===== src/rtl/idx_to_vec.sv =====
// Streaming index-to-vector assembler: rebuilds a bit vector from a stream of set-bit indices.
// Latency: vector valid the cycle after the last beat; held registered until vec_ready_i.
// Backpressure: no beats accepted while a vector is held, unless IDX_TO_VEC_OVERLAP_EN is defined.
module idx_to_vec #(
    parameter int   WIDTH = 32,
    parameter logic MODE  = 1'b0,
    parameter int   IDX_W = (WIDTH > 1) ? $clog2(WIDTH) : 1
) (
    input  logic                       clk_i,
    input  logic                       rst_i,
    input  logic [IDX_W-1:0]           idx_i,
    input  logic                       idx_empty_i,
    input  logic                       idx_last_i,
    input  logic                       idx_valid_i,
    output logic                       idx_ready_o,
    output logic [WIDTH-1:0]           vec_o,
    output logic [$clog2(WIDTH+1)-1:0] cnt_o,
    output logic                       dup_o,
    output logic                       oor_o,
    output logic                       vec_valid_o,
    input  logic                       vec_ready_i
);

    localparam int               CW    = $clog2(WIDTH + 1);
    localparam logic [IDX_W:0]   LIMIT = (IDX_W + 1)'(WIDTH);
    localparam logic [IDX_W-1:0] TOP   = IDX_W'(WIDTH - 1);

    typedef enum logic {
        ACCUM = 1'b0,
        HOLD  = 1'b1
    } state_t;

    state_t           state, state_n;
    logic [WIDTH-1:0] acc, acc_n, base_acc, onehot;
    logic [CW-1:0]    cnt, cnt_n, base_cnt;
    logic             dup, dup_n, base_dup;
    logic             oor, oor_n, base_oor;
    logic [IDX_W-1:0] pos;
    logic             in_range, accept, fresh;

`ifdef IDX_TO_VEC_OVERLAP_EN
    assign idx_ready_o = (state == ACCUM) | vec_ready_i;
`else
    assign idx_ready_o = (state == ACCUM);
`endif

    assign accept      = idx_valid_i & idx_ready_o;
    assign fresh       = (state == HOLD) & vec_ready_i;
    assign in_range    = ({1'b0, idx_i} < LIMIT);
    assign pos         = MODE ? (TOP - idx_i) : idx_i;

    assign vec_o       = acc;
    assign cnt_o       = cnt;
    assign dup_o       = dup;
    assign oor_o       = oor;
    assign vec_valid_o = (state == HOLD);

    always_comb begin
        onehot = '0;
        for (int i = 0; i < WIDTH; i++) begin
            onehot[i] = (pos == IDX_W'(i));
        end
    end

    // A handshake clears the accumulator; a beat taken in the same cycle builds on the cleared value.
    always_comb begin
        base_acc = fresh ? '0   : acc;
        base_cnt = fresh ? '0   : cnt;
        base_dup = fresh ? 1'b0 : dup;
        base_oor = fresh ? 1'b0 : oor;
        acc_n    = base_acc;
        cnt_n    = base_cnt;
        dup_n    = base_dup;
        oor_n    = base_oor;
        state_n  = fresh ? ACCUM : state;
        if (accept) begin
            if (!idx_empty_i) begin
                if (!in_range) begin
                    oor_n = 1'b1;
                end else if (|(base_acc & onehot)) begin
                    dup_n = 1'b1;
                end else begin
                    acc_n = base_acc | onehot;
                    cnt_n = base_cnt + CW'(1);
                end
            end
            if (idx_last_i) begin
                state_n = HOLD;
            end
        end
    end

    always_ff @(posedge clk_i) begin
        if (rst_i) begin
            state <= ACCUM;
            acc   <= '0;
            cnt   <= '0;
            dup   <= 1'b0;
            oor   <= 1'b0;
        end else begin
            state <= state_n;
            acc   <= acc_n;
            cnt   <= cnt_n;
            dup   <= dup_n;
            oor   <= oor_n;
        end
    end

`ifndef SYNTHESIS
    width_positive : assert property (@(posedge clk_i) WIDTH > 0);
`endif

endmodule


===== config.mk =====
export PLATFORM = sky130hd
export DESIGN_NAME = idx_to_vec
export DESIGN_NICKNAME = d
export VERILOG_FILES = /design/src/rtl/idx_to_vec.sv
export SDC_FILE = /design/constraint.sdc
export NUM_CORES = 1
export LEC_CHECK = 0
export CAP_MARGIN = 20
export CORE_UTILIZATION = 50
export DETAILED_ROUTE_END_ITERATION = 6
export MAX_ROUTING_LAYER = met4
export PLACE_DENSITY = 0.82
export SETUP_SLACK_MARGIN = 0.2
export SLEW_MARGIN = 10
export SYNTH_ARGS = -nofsm -noshare
export SYNTH_HDL_FRONTEND = slang
export SYNTH_SLANG_ARGS = --single-unit

===== constraint.sdc =====
create_clock -name clk_i -period 3.8 [get_ports clk_i]
set_clock_uncertainty 0.05 [all_clocks]
set_input_delay 0.76 -clock clk_i [delete_from_list [all_inputs] [get_ports clk_i]]
set_output_delay 0.76 -clock clk_i [all_outputs]
set_load 0.1 [all_outputs]

==> summary.txt <==
Placement
  – Placer Congestion: 0.903
  – IO Port Bufs: 51
  – Post-placement cell count: 327
  – Pre-CTS WS: 0.329 ns
  – DPL Wire Length: 3.54 mm

Final layout
  – Ant. Diodes: 0
  – Area Overhead vs Synth: 31.4%
  – Fill cells: 310
  – Share of cells above drive strength 1: 9.06%
  – Most common cell after layout, fill and taps aside: clkdlybuf4s50_1
  – Storage cell area: 801 µm²
  – Area of the multi-input gates: 1110 µm²
  – Most frequent cells in the layout: 51 x clkdlybuf4s50_1, 47 x nand2_1, 40 x dfxtp_1, 27 x o31ai_1, 10 x mux2i_1
  – Post-route insts no fill: 335
  – Nets@finish: 298

Clock tree
  – CTS buffer count: 5
  – CTS tree: built
  – Post-CTS Resized: 0
  – Post-CTS setup buffers: 0
  – Worst-path clk slew: 0.08 ns
  – Clock Tree Root: clkbuf_8
  – Max Root-Sink Buffers: 2
  – Latest clock arrival within the worst-skew pair: 0.30 ns
  – H-tree depth: 2
  – Num Clock Sinks: 40
  – Hold buffers post-CTS: 0

Die
  – I/O pin count: 53
  – Die area: 4330 µm²
  – Core box area: 3770 µm²
  – Die Width: 65.8 µm
  – Die Y: 65.8 µm
  – Initial core utilization: 54.0%
  – # rows: 22

Yosys
  – Yosys cell types: 48
  – Avg Cell Area, Syn: 8.56 µm²
  – Number of synthesized flops with an enable pin: 0
  – YS warnings: 0
  – Mapped Area: 2040 µm²
  – Asr flop ratio synth: 0%
  – Post-synth net total: 250
  – Seq cells post-synth: 40
  – Synth Instances: 238
  – Post-synth top flop: dfxtp_1
  – Sequential area share after synthesis: 39.3%

Worst setup path
  – Critical path class: primary input to register
  – Critical path required time: 3.96 ns
  – CP max-delay cell: clkdlybuf4s50_1
  – CP startpoint kind: primary input
  – Worst reg2reg setup slack: 1.56 ns
  – Crit path DAT: 3.31 ns
  – CP peak stage delay: 0.73 ns
  – Largest fanout on the critical path: 32
  – Worst-path cell chain: clkdlybuf4s50_1 -> mux2_4 -> a221o_1 -> a211oi_2 -> nand3_2 -> or2_1 -> buf_4 -> o31ai_1
  – Crit end category: register

STA
  – Least-Margin Pin Slew: 0.978 ns
  – RSZ-0062 raised after global routing: false
  – Fmax: 318 MHz
  – Final hold vios: 0
  – Final TNS setup: 0 ns
  – WHS: 0.423 ns
  – Final setup fails: 0
  – Fin. max-slew vios: 0
  – Slew headroom: 34.6%
  – Tmin final: 3.15 ns
  – Worst setup margin: 0.655 ns
  – Fin crit share: 82.8%

Run
  – # Max-Cap Violations: 0

Power and ir drop
  – Static Leakage: 0.919 nW
  – Peak supply drop: 0.315 mV
  – Register share of total power: 46.3%
  – Total power: 0.920 mW
  – Clock Power Share: 39.4%
  – Power share of the combinational group: 14.3%
  – Internal: 0.675 mW
  – Pwr/cell area: 344 nW/µm²
  – Sw Pwr: 0.245 mW
  – Sw Share: 26.6%

Global route
  – Largest net degree at the start of global routing: 33
  – Global Route Usage Sum: 25.7%
  – First-pass GRT wire length: 8.19 mm
  – Initial antenna violation count: 0
  – GR Overflow Total: 0
  – Vias in the first global route: 1679

Route
  – DR DRC count: 0
  – DR WL/cell: 14.8 µm
  – Via count: 1946
  – Antenna viol nets, final: 0
  – Final wirelength: 4.96 mm
  – Pre-antenna DRT Iters: 4
  – Drt initial violations: 128
  – Drt via density: 5.81

Run status
  – Outcome: complete, no violations

Worst hold path
  – HP Class: register to register
path summary, 6_finish.rpt:
| path | start | end | cells past startpoint |
|---|---|---|---|
| worst min-delay path | vec_o[21] | vec_o[21] | 2 |
| worst max-delay path | idx_i[3] | vec_o[16] | 8 |
| worst max register to register | vec_o[0] | vec_o[16] | 7 |
| worst min register to register | vec_o[21] | vec_o[21] | 2 |
metrics by stage:
stage | utilization (%) | instance area (µm²)
3_5_place_dp | 67.8 | 2550
6_report | 71.0 | 2680
2_1_floorplan | - | 2040
5_1_grt | 71.0 | 2680
3_3_place_gp | 67.8 | 2550
4_1_cts | 71.0 | 2680
cells in the mapped netlist (5+ instances only):
cell / number / area (µm²)
inv_1: 5 / 18.8
o31ai_1: 27 / 203
nor2b_1: 7 / 43.8
nand2_1: 47 / 176
nand2b_1: 6 / 37.5
nand3_1: 7 / 35.0
buf_6: 5 / 56.3
o21ai_0: 7 / 35.0
nor3_1: 5 / 25.0
mux2i_1: 10 / 100
dfxtp_1: 40 / 801
nor2_1: 8 / 30.0
clkbuf_1: 7 / 26.3
a21oi_1: 7 / 35.0
kinds of logic (layout without fill, tap and decap cells):
logic type,Yosys count,in the layout,synth area share [%]
compound gates,59,59,21.6
fa+ha+maj,1,1,0.614
buf+inv,22,71,6.27
flops,40,40,39.3
mux,12,12,6.20
other cells,1,1,0.184
simple gates,103,103,25.8
layer usage:
layer	vias to the layer above	part of all wire (%)	global-route usage (%)
li1	959	-	-
met1	904	47	35.3
met2	75	44	37.1
met3	8	7.3	6.55
met4	0	1.2	7.07
met5	-	0	-
registers in the layout, summed over array words and instances (netlist names):
signal and count:
vec_o 32, cnt_o 6, dup_o 1, vec_valid_o 1
cell type report:
cell class,instances,area share (%)
timing repair buffer,58,21.0
clock buffer,6,3.09
inverter,5,0.701
multi-input combinational,176,41.6
sequential,40,29.9
clock inverter,2,1.45
tap,48,2.24
power by group through the flow:
stage / combinational [mW] / clock, mW / sequential (mW)
6_report: 0.132 / 0.362 / 0.426
3_5_place_dp: 0.130 / 0 / 0.436
4_1_cts: 0.131 / 0.366 / 0.426
2_1_floorplan: 0.0710 / 0 / 0.463
3_3_place_gp: 0.129 / 0 / 0.436
5_1_grt: 0.141 / 0.386 / 0.426
worst max-delay path: cells and delay by family:
family / cells / cell delay (ns)
AOI/OAI and AO/OA: 3 / 0.89
buffers and inverters: 2 / 0.98
muxes: 1 / 0.34
and+or+nand+nor: 2 / 0.33
(Power assumes the default switching activity.)
